## src/rtl/hazard_ctrl.sv

```systemverilog
// hazard_ctrl: pipeline hazard controller for the 5-stage MIPS core.
// It decodes the IF/ID instruction and keeps a 3-entry scoreboard of in-flight
// register writers (EX, MEM, WB). From these it drives the PC/IF-ID write
// enables, the ID/EX bubble and the branch flushes. It also keeps saturating
// stall/flush statistics and a sticky flag for stall runs that are too long.
//
// Build option:
//   FORWARD_EN  defined   -> the EX stage forwards; only load-use stalls.
//               undefined -> no forwarding; stall on any RAW match in EX/MEM/WB.
//
// Ports:
//   i_clk, i_rst_n           clock, asynchronous active-low reset
//   i_data_Instr             instruction currently held in IF/ID
//   i_con_mem_branch_taken   branch in MEM resolved taken this cycle
//   i_con_hold               external freeze (memory wait)
//   o_con_pc_wr              PC write enable            (combinational)
//   o_con_ifid_wr            IF/ID write enable         (combinational)
//   o_con_idex_bubble        zero controls into ID/EX   (combinational)
//   o_con_flush_ifid/idex/exmem  branch flushes         (combinational)
//   o_stat_stall             saturating stall-cycle count
//   o_stat_flush             saturating taken-branch count
//   o_err_deadlock           sticky: stall run longer than STALL_MAX
module hazard_ctrl #(
    parameter int unsigned CNT_W     = 16,
    parameter int unsigned STALL_MAX = 3
) (
    input  logic             i_clk,
    input  logic             i_rst_n,
    input  logic [31:0]      i_data_Instr,
    input  logic             i_con_mem_branch_taken,
    input  logic             i_con_hold,
    output logic             o_con_pc_wr,
    output logic             o_con_ifid_wr,
    output logic             o_con_idex_bubble,
    output logic             o_con_flush_ifid,
    output logic             o_con_flush_idex,
    output logic             o_con_flush_exmem,
    output logic [CNT_W-1:0] o_stat_stall,
    output logic [CNT_W-1:0] o_stat_flush,
    output logic             o_err_deadlock
);

    // Run counter only has to reach STALL_MAX + 1.
    localparam int unsigned RUN_W = $clog2(STALL_MAX + 2);

    localparam logic [5:0] OP_RTYPE = 6'b000000;
    localparam logic [5:0] OP_LW    = 6'b100011;
    localparam logic [5:0] OP_SW    = 6'b101011;
    localparam logic [5:0] OP_BEQ   = 6'b000100;

`ifdef FORWARD_EN
    localparam bit LOAD_ONLY  = 1'b1;  // EX hits matter only for loads
    localparam bit CHECK_LATE = 1'b0;  // MEM/WB are covered by forwarding
`else
    localparam bit LOAD_ONLY  = 1'b0;
    localparam bit CHECK_LATE = 1'b1;  // register bank does not bypass WB
`endif

    typedef struct packed {
        logic       valid;
        logic [4:0] dest;
        logic       load;
    } sb_entry_t;

    typedef enum logic {
        ST_RUN,
        ST_STALL
    } state_t;

    sb_entry_t sb_ex, sb_mem, sb_wb, id_wr;
    state_t    state;
    logic [RUN_W-1:0] run_cnt, run_base, run_next;

    logic [5:0] opcode;
    logic [4:0] rs, rt, rd;
    logic       reads_rs, reads_rt;
    logic       hazard, branch, stall_c, run_over;
    logic       unused_instr_bits;

    assign opcode = i_data_Instr[31:26];
    assign rs     = i_data_Instr[25:21];
    assign rt     = i_data_Instr[20:16];
    assign rd     = i_data_Instr[15:11];
    assign unused_instr_bits = ^i_data_Instr[10:0];

    // Source/destination decode of the IF/ID instruction.
    always_comb begin
        reads_rs = 1'b0;
        reads_rt = 1'b0;
        id_wr    = '0;
        unique case (opcode)
            OP_RTYPE: begin
                reads_rs = 1'b1;
                reads_rt = 1'b1;
                id_wr    = '{valid: (rd != 5'd0), dest: rd, load: 1'b0};
            end
            OP_LW: begin
                reads_rs = 1'b1;
                id_wr    = '{valid: (rt != 5'd0), dest: rt, load: 1'b1};
            end
            OP_SW, OP_BEQ: begin
                reads_rs = 1'b1;
                reads_rt = 1'b1;
            end
            default: ;
        endcase
    end

    // True when a scoreboard entry produces a register the ID instruction reads.
    function automatic logic src_hit(input sb_entry_t e, input logic load_only,
                                     input logic use_rs, input logic [4:0] src_s,
                                     input logic use_rt, input logic [4:0] src_t);
        return e.valid && (e.load || !load_only) &&
               ((use_rs && (e.dest == src_s)) || (use_rt && (e.dest == src_t)));
    endfunction

    always_comb begin
        hazard = src_hit(sb_ex, LOAD_ONLY, reads_rs, rs, reads_rt, rt) ||
                 (CHECK_LATE &&
                  (src_hit(sb_mem, 1'b0, reads_rs, rs, reads_rt, rt) ||
                   src_hit(sb_wb,  1'b0, reads_rs, rs, reads_rt, rt)));
    end

    // Priority: hold > branch > hazard > run.
    assign branch  = !i_con_hold && i_con_mem_branch_taken;
    assign stall_c = !i_con_hold && !i_con_mem_branch_taken && hazard;

    assign o_con_pc_wr       = i_rst_n && !i_con_hold && !stall_c;
    assign o_con_ifid_wr     = i_rst_n && !i_con_hold && !stall_c;
    assign o_con_idex_bubble = i_rst_n && stall_c;
    assign o_con_flush_ifid  = i_rst_n && branch;
    assign o_con_flush_idex  = i_rst_n && branch;
    assign o_con_flush_exmem = i_rst_n && branch;

    // Scoreboard shift; a taken branch kills the EX instruction and the ID one.
    always_ff @(posedge i_clk or negedge i_rst_n) begin
        if (!i_rst_n) begin
            sb_ex  <= '0;
            sb_mem <= '0;
            sb_wb  <= '0;
        end else if (!i_con_hold) begin
            sb_wb  <= sb_mem;
            sb_mem <= branch ? '0 : sb_ex;
            sb_ex  <= (stall_c || branch) ? '0 : id_wr;
        end
    end

    // A run continues only from STALL; entering from RUN starts at one.
    assign run_base = (state == ST_STALL) ? run_cnt : '0;
    assign run_next = (run_base == '1) ? run_base : run_base + RUN_W'(1);
    assign run_over = (32'(run_base) + 32'd1) > STALL_MAX;

    // RUN/STALL tracking, deadlock flag and statistics.
    always_ff @(posedge i_clk or negedge i_rst_n) begin
        if (!i_rst_n) begin
            state          <= ST_RUN;
            run_cnt        <= '0;
            o_err_deadlock <= 1'b0;
            o_stat_stall   <= '0;
            o_stat_flush   <= '0;
        end else if (!i_con_hold) begin
            state   <= stall_c ? ST_STALL : ST_RUN;
            run_cnt <= stall_c ? run_next : '0;
            if (stall_c && run_over) begin
                o_err_deadlock <= 1'b1;
            end
            if (stall_c && (o_stat_stall != '1)) begin
                o_stat_stall <= o_stat_stall + CNT_W'(1);
            end
            if (branch && (o_stat_flush != '1)) begin
                o_stat_flush <= o_stat_flush + CNT_W'(1);
            end
        end
    end

endmodule

```

## config.mk

```make
export PLATFORM = sky130hd
export DESIGN_NAME = hazard_ctrl
export DESIGN_NICKNAME = d
export VERILOG_FILES = /design/src/rtl/hazard_ctrl.sv
export SDC_FILE = /design/constraint.sdc
export NUM_CORES = 1
export LEC_CHECK = 0
export CAP_MARGIN = 15
export CELL_PAD_IN_SITES_DETAIL_PLACEMENT = 1
export CELL_PAD_IN_SITES_GLOBAL_PLACEMENT = 1
export CORE_MARGIN = 2
export CORE_UTILIZATION = 39
export DETAILED_ROUTE_END_ITERATION = 10
export GPL_ROUTABILITY_DRIVEN = 0
export GPL_TIMING_DRIVEN = 0
export HOLD_SLACK_MARGIN = 0.06
export PLACE_DENSITY = 0.85
export SKIP_CTS_REPAIR_TIMING = 1
export SLEW_MARGIN = 20
export SYNTH_ARGS = -nofsm -noshare
export SYNTH_HDL_FRONTEND = slang
export SYNTH_SLANG_ARGS = --single-unit
```

## constraint.sdc

```tcl
create_clock -name i_clk -period 3.7 [get_ports i_clk]
set_input_delay 0.925 -clock i_clk [delete_from_list [all_inputs] [get_ports i_clk]]
set_output_delay 0.925 -clock i_clk [all_outputs]
set_load 0.02 [all_outputs]
```

======== Word level (Yosys, flattened, before mapping) ========
Index checks and enable logic that the tools add are counted.
cells by class
  bitwise logic cells ..................... 1
  order comparisons ....................... 1
  muxes and demuxes ....................... 9
  $add $sub $neg .......................... 4
  reduce and logical (&&, ||, !) cells .... 36
  equal/unequal tests ..................... 12
operator list
  cell                                                                              count
  16-bit by 1-bit adder with 16-bit output (second input constant)                  2
  16-bit != test (second input constant)                                            2
  5-bit equality test                                                               6
  1-bit logical AND                                                                 19
  7-bit two-way mux                                                                 2
  7-bit case mux with 2 select lines                                                1
  6-bit equality test (second input constant)                                       2
  5-bit nonzero test                                                                2
  3-bit two-way mux                                                                 3
  6-bit by 3-bit equality test with 1-bit output (second input constant)            1
  6-bit zero test                                                                   1
  1-bit logical OR                                                                  6
  2-bit AND reduction                                                               3
  3-bit by 1-bit adder with 4-bit output (second input constant)                    1
  4-bit by 2-bit greater-than comparator with 1-bit output (second input constant)  1
  4-bit OR reduction                                                                1
  3-bit by 1-bit adder with 3-bit output (second input constant)                    1
  3-bit equality test (second input constant)                                       1
  1-bit zero test                                                                   3
  1-bit two-way mux                                                                 3
  3-bit OR reduction                                                                1
  1-bit inverter                                                                    1
storage, ports and cells
  word-level logic and storage cells ...... 75
  input port bits ......................... 36
  output and inout port bits .............. 39
  register bits after elaboration ......... 56

======== Longest topological paths before layout ========
Gate-level depths: netlist of the first run.
  depth after elaboration ................. 11
  mapped depth ............................ 8
  gate-level depth less buffers ........... 6

======== Least setup slack after synthesis of the first run ========
Ideal clock, no wire load.
  kind .................................... input to output
  start ................................... input i_data_Instr[22]
  end ..................................... output o_con_pc_wr
  path slack .............................. 0.117 ns
  required time ........................... 2.775 ns
  arrival ................................. 2.658 ns
  stages .................................. 8
  path buffers ............................ 2
  cells stage by stage .................... xor2_1 > nor4_1 > and3_2 > o31ai_4 > buf_6 > nand2_1 > a21oi_1 > buf_4
between the ends
  longest elaborated chain between the ends .. 9
  elaborated cells between the ends (all ways) .. 17
  those cells by class .................... eq/ne: 3; reduce/logical: 14
ends and longest elaborated chain
  item                   line  text
  start, declared        29    input logic [31:0] i_data_Instr,
  5-bit equality test    114   ((use_rs && (e.dest == src_s)) || (use_rt && (e.dest == src_t)));
  1-bit logical AND      114
  1-bit logical OR       114
  1-bit logical AND      113   return e.valid && (e.load || !load_only) &&
  1-bit logical OR       120   (src_hit(sb_mem, 1'b0, reads_rs, rs, reads_rt, rt) ||
  1-bit logical OR (*)   118   hazard = src_hit(sb_ex, LOAD_ONLY, reads_rs, rs, reads_rt, rt) ||
  1-bit logical AND (*)  126   assign stall_c = !i_con_hold && !i_con_mem_branch_taken && hazard;
  1-bit zero test (*)    -
  1-bit logical AND (*)  -
  end, declared          32    output logic o_con_pc_wr,
Every way passes the cells marked *; elsewhere a longest branch is shown, timed or not.

======== Final worst setup path of the first run ========
  start ................................... input i_data_Instr[30]
  end ..................................... output o_con_pc_wr
between the ends
  longest elaborated chain between the ends .. 11
  elaborated cells between the ends (all ways) .. 25
  those cells by class .................... eq/ne: 3; mux: 2; reduce/logical: 20
ends and longest elaborated chain
  item                                                                       line  text
  6-bit equality test, or another cell as far along                          91    unique case (opcode)
  4-bit OR reduction (no source line) or 3-bit OR reduction (tied branches)  -
  1-bit two-way mux                                                          91
  1-bit logical AND                                                          114
  1-bit logical OR                                                           114
  1-bit logical AND                                                          113
  1-bit logical OR                                                           120
  1-bit logical OR (*)                                                       118
  1-bit logical AND (*)                                                      126
  1-bit zero test (*)                                                        128   assign o_con_pc_wr = i_rst_n && !i_con_hold && !stall_c;
  1-bit logical AND (*)                                                      128
Marks and branches as above.

==> results.toml, run 1 <==
[die]
start_util = 0.405
ios = 75
core.rowCount = 32
die_w_um = 94.0
core-area_sq_mm = 0.00781
die_h_um = 94.0
dieArea_sq_mm = 0.00884

[detailed_routing]
vias_per_cell = 5.60
drcViolationCount = 0
ant_nets = 0
first_pass_iters = 4
via_count = 2615
drt_iter0_markers = 96
wl_mm = 8.86
post_drt_wl_per_cell_um = 19.0

[synth]
synth.distinct_cells = 45
yosys-mux-area-fraction = 0.0388
syn_nets = 327
synthFlopType = "dfrtp_1"
syn_area_per_cell_sq_um = 11.1
synth_simple_gate_area_share = 0.151
ys_ff_latch = 55
synth_seq_area_share = 0.435
synth-edff-count = 0
synth_compound_area_frac = 0.159
synth_xor_area_frac = 0.163
syn-cell-area_sq_mm = 0.00316
syn_inst = 286
synth_top_family_by_area = "XOR/XNOR gates"
synth_warnings = 0
async_flop_share = 1.00
synth_fa_ha_area_frac = 0.0198

[cells_and_area]
layout_common_cells = "55 x dfrtp_1, 42 x clkdlybuf4s50_1, 33 x xnor2_1"
layout_commonest_cell = "dfrtp_1"
drive_gt1_frac = 0.175
diodes = 0
fin_area_sq_mm = 0.00422
fillCellCount = 850
seq_area_sq_mm = 0.00138
multi_input_area_sq_mm = 0.00176
fin_nets = 405
syn2layout_area_growth_pct = 33.3

[timing]
hold_violations = 0
fmax_mhz = 280
period_minus_slack_ps = 3570
drv_slew = 0
setup_ws_ps = 129
setup_viol = 0
maxSlewHeadroom = 0.382
rsz0062_at_grt = "no"
skew_ps = 10.5
period_share = 0.965
worstMarginPinSlew_ps = 919

[pwr]
power_density_mw_per_mm2 = 313
intPower_uw = 929
finalPower_uw = 1320
switching_share = 0.295
p_seq_frac = 0.512
peakVddDrop_uv = 250
p_leak_uw = 0.00187
pwr-share-comb = 0.201
netSwitchingPower_uw = 389
clockPowerShare = 0.288

[worst_setup_path]
critPathLaunchType = "input port"
end_kind = "primary output"
r2r_cells = 7
cpMaxStageDelayCell = "clkdlybuf4s50_1"
critPathMaxFanout = 5
crit_path_frequent_cell = "buf_4"
crit-reg2reg-launch = "sb_mem[4]$_DFFE_PN0N_"
endpoint = "o_con_pc_wr"
cp_data_arrival_time_ps = 2650
cp-startpoint = "i_data_Instr[30]"
crit_chain = "clkdlybuf4s50_1 > nor4_4 > a21oi_4 > buf_12 > nand2_4 > a21oi_2 > buf_4 > buf_4"
rrSetupSlack_ps = 1210
r2r-end = "o_stat_stall[1]$_DFFE_PN0P_"
critPathMaxStageDelay_ps = 600
required_ps = 2770
criticalPathCategory = "in2out"

[global_routing]
grt_max_degree = 57
track_usage = 0.206
overflow = 0
grt_pass1_vias = 2894
grt_antenna_before_repair = 0
grt_pass1_wl_mm = 14.5

[placement]
hpwl_mm = 6.11
io_buffer_count = 62
dp_slack_ps = -979
place_area_sq_mm = 0.00394

[clock_tree]
clk_latency_ps = 320
numCtsBuffers = 5
cts_tree = "done"
clock-sinks = 55
clk_path_buf_depth = 2
htreeDepth = 2
path_clk_slew_ps = 90
cts_root_buffer = "clkbuf_8"

[run]
cap_viol_max_count = 0

[hold_path]
hp-class = "in2async"

[run_status]
outcome = "finished clean"
synth_stat cells (2+ instances only):
master / number / area share
nand4_1: 9 / 0.018
a22o_1: 7 / 0.019
nand2b_1: 2 / 0.0040
ha_1: 5 / 0.020
nor3_1: 2 / 0.0032
a2111oi_4: 3 / 0.026
and2_1: 4 / 0.0079
dfrtp_1: 55 / 0.44
nor4_1: 4 / 0.0079
buf_4: 3 / 0.0071
o41ai_1: 4 / 0.011
mux2_2: 9 / 0.032
clkbuf_1: 5 / 0.0059
xnor2_1: 33 / 0.091
inv_1: 7 / 0.0083
a22oi_1: 5 / 0.012
a31o_2: 2 / 0.0055
and3_1: 5 / 0.0099
a21oi_1: 4 / 0.0063
or3_1: 3 / 0.0059
a2111oi_2: 4 / 0.019
nand3_1: 11 / 0.017
xor2_1: 26 / 0.072
nor4_2: 3 / 0.012
a32o_1: 2 / 0.0063
nand2_1: 27 / 0.032
a2111oi_1: 6 / 0.019
nor2_1: 8 / 0.0095
and3_2: 2 / 0.0047
o21ai_0: 2 / 0.0032
or4_1: 2 / 0.0047
buf_6: 3 / 0.011
a211oi_1: 2 / 0.0047
o31ai_1: 5 / 0.012
or2_2: 2 / 0.0040
power by group through the flow:
stage	clock, uW	sequential, uW	combinational (uW)
final	379	674	264
after global routing	406	682	287
after CTS	380	675	264
after detailed placement	0	686	260
after global placement	0	684	250
after floorplan	0	715	85.2
sequential cells by signal, summed over array words and instances, names as in the netlist:
signal,cells
o_stat_stall,16
sb_ex,6
o_stat_flush,16
run_cnt,3
sb_wb,6
state,1
o_err_deadlock,1
sb_mem,6
cell type report:
class	count	share of cell area
tap	102	0.0303
multi-input combinational	213	0.419
inverter	7	0.00623
timing repair buffer	71	0.174
clock buffer	7	0.0229
sequential	55	0.327
buffer	11	0.0199
clock inverter	1	0.00178
per-stage QoR:
step	std cells	TNS, ps	util	hold slack (ps)
final	467	0	0.540	390
after global routing	467	0	0.540	373
after floorplan	286	0	-	439
after detailed placement	451	-2690	0.504	470
after CTS	459	-2780	0.517	394
after global placement	450	-15460	0.501	461
per-layer routing:
metal | GRT usage | share of wire
met5 | 0 | 0
met4 | 0.0423 | 0.020
met3 | 0.0409 | 0.044
met2 | 0.368 | 0.51
met1 | 0.259 | 0.43
critical path: cells and delay by family:
kind                   cells  cell delay, ps
buffers and inverters      4            1040
and+or+nand+nor            2             520
AOI/OAI and AO/OA          2             150
worst min-delay path by stage:
stage	start	endpoint	slack, ps	cells after the start
6_report	i_rst_n	o_stat_flush[4]$_DFFE_PN0P_	390	1
3_3_place_gp	o_err_deadlock$_DFFE_PN0P_	o_err_deadlock$_DFFE_PN0P_	460	1
5_1_grt	i_rst_n	o_stat_flush[4]$_DFFE_PN0P_	370	1
3_5_place_dp	o_err_deadlock$_DFFE_PN0P_	o_err_deadlock$_DFFE_PN0P_	470	1
4_1_cts	i_rst_n	o_stat_flush[4]$_DFFE_PN0P_	390	1
2_1_floorplan	run_cnt[0]$_DFFE_PN0N_	run_cnt[0]$_DFFE_PN0N_	440	2
logic make-up after synthesis:
logic type | after synthesis
AO/OA/AOI/OAI | 50
XOR/XNOR | 59
adder cells (fa/ha/maj) | 5
buffers and inverters | 18
flip-flops | 55
multiplexers | 11
AND/OR/NAND/NOR | 88
Note: power is estimated with default switching activity, not from simulation.
==> run 2: changes to the inputs <==
TNS_END_PERCENT = 100   (was unset)
==> results of run 2 <==
No change in the layout: final DEF, timing and power equal those of run 1.
==> run 3: changes to the inputs <==
MAX_ROUTING_LAYER = met4   (was unset)
==> results.toml, run 3 (synthesis gave the netlist of run 1 again) <==
[cells_and_area]
utilization = 0.540
diodes = 0
syn2layout_area_growth_pct = 33.3
layout_commonest_cell = "dfrtp_1"
final_cells = 467
layout_common_cells = "55 x dfrtp_1, 42 x clkdlybuf4s50_1, 33 x xnor2_1"
fin_nets = 405
drive_gt1_frac = 0.175
top_regs = "o_stat_flush: 16 flops, o_stat_stall: 16 flops"
fillCellCount = 850

[detailed_routing]
wl_met1_mm = 3.74
drt_iter0_markers = 88
post_drt_wl_per_cell_um = 18.9
drcViolationCount = 0
ant_nets = 0
vias_per_cell = 5.61
wl_met2_mm = 4.52
top_layer = "met4"
first_pass_iters = 6
wl_mm = 8.82
wl_met3_um = 394
via_count = 2619

[worst_setup_path]
r2r_cells = 7
crit-reg2reg-launch = "sb_ex[4]$_DFFE_PN0N_"
critPathLaunchType = "input port"
required_ps = 2770
cp_data_arrival_time_ps = 2650
rrSetupSlack_ps = 1230
critPathMaxFanout = 5
cp-startpoint = "i_data_Instr[30]"
criticalPathCategory = "in2out"
end_kind = "primary output"

[clock_tree]
cts_tree = "done"
path_clk_slew_ps = 90
htreeDepth = 2
clk_path_buf_depth = 2
clock-sinks = 55
numCtsBuffers = 5
clk_latency_ps = 320
cts_root_buffer = "clkbuf_8"

[global_routing]
overflow = 0
grt_antenna_before_repair = 0
grt_pass1_wl_mm = 14.5
grt_pass1_vias = 2893
grt_max_degree = 57
track_usage = 0.212

[die]
dieArea_sq_mm = 0.00884
core.rowCount = 32
ios = 75
start_util = 0.405
die_w_um = 94.0
die_h_um = 94.0
core-area_sq_mm = 0.00781

[timing]
period_minus_slack_ps = 3570
maxSlewHeadroom = 0.386
rsz0062_at_grt = "no"
hold_violations = 0
setup_viol = 0
period_share = 0.966
worstMarginPinSlew_ps = 913
hold_ws_ps = 394
skew_ps = 12.2
drv_slew = 0
final.setup.tns_ps = 0
fmax_mhz = 280

[pwr]
peakVddDrop_uv = 250
clockPowerShare = 0.286
pwr-share-comb = 0.201
switching_share = 0.294
p_leak_uw = 0.00187
finalPower_uw = 1320
netSwitchingPower_uw = 387
intPower_uw = 929
power_density_mw_per_mm2 = 312
p_seq_frac = 0.512

[placement]
place_inst = 451
hpwl_mm = 6.11
io_buffer_count = 62

[hold_path]
hp-class = "in2async"

[run_status]
outcome = "finished clean"

[run]
cap_viol_max_count = 0
## run 3: cell counts in the layout (fill, tap and decap cells not counted)
Identical to the previous run, type by type.
## run 3: routing by layer
metal,track usage,vias to the layer above
li1,-,1202
met3,0.0361,19
met4,0.0423,0
met2,0.366,70
met1,0.264,1328
met5,-,-
## run 3: worst max-delay path, stage by stage
cell	delay, ps
clkdlybuf4s50_1	610
nor4_4	440
a21oi_4	90
buf_12	150
nand2_4	70
a21oi_2	60
buf_4	150
buf_4	140
## run 3: stage by stage
step                      setup slack [ps]  cell area [sq um]
final                                  125               4220
after global routing                  56.1               4220
after CTS                            -1000               4040
after detailed placement              -979               3940
after global placement               -1620               3910
after floorplan                        117               3160
## run 3: power groups by stage
stage               Combinational [uW]  Sequential, uW  Clock, uW
finish                             265             674        377
global route                       287             682        404
CTS                                264             675        380
detailed placement                 260             686          0
global placement                   250             684          0
floorplan                         85.2             715          0
## run 3: area by class of cell
type                    instances  area [sq um]  share of cell area
clock buffers                   7          96.3              0.0229
inverters                       7          26.3             0.00623
repair buffers                 71           733               0.174
clock inverters                 1          7.51             0.00178
flip-flops and latches         55          1380               0.327
multi-input cells             213          1760               0.419
well taps                     102           128              0.0303
plain buffers                  11          83.8              0.0199
## run 3: worst paths after layout
check | end
worst max-delay path | o_con_pc_wr
worst min-delay path | o_stat_flush[4]$_DFFE_PN0P_
worst max register to register | o_stat_stall[1]$_DFFE_PN0P_
worst min register to register | o_err_deadlock$_DFFE_PN0P_
max in group asynchronous | o_stat_stall[3]$_DFFE_PN0P_
min in group i_clk | o_err_deadlock$_DFFE_PN0P_
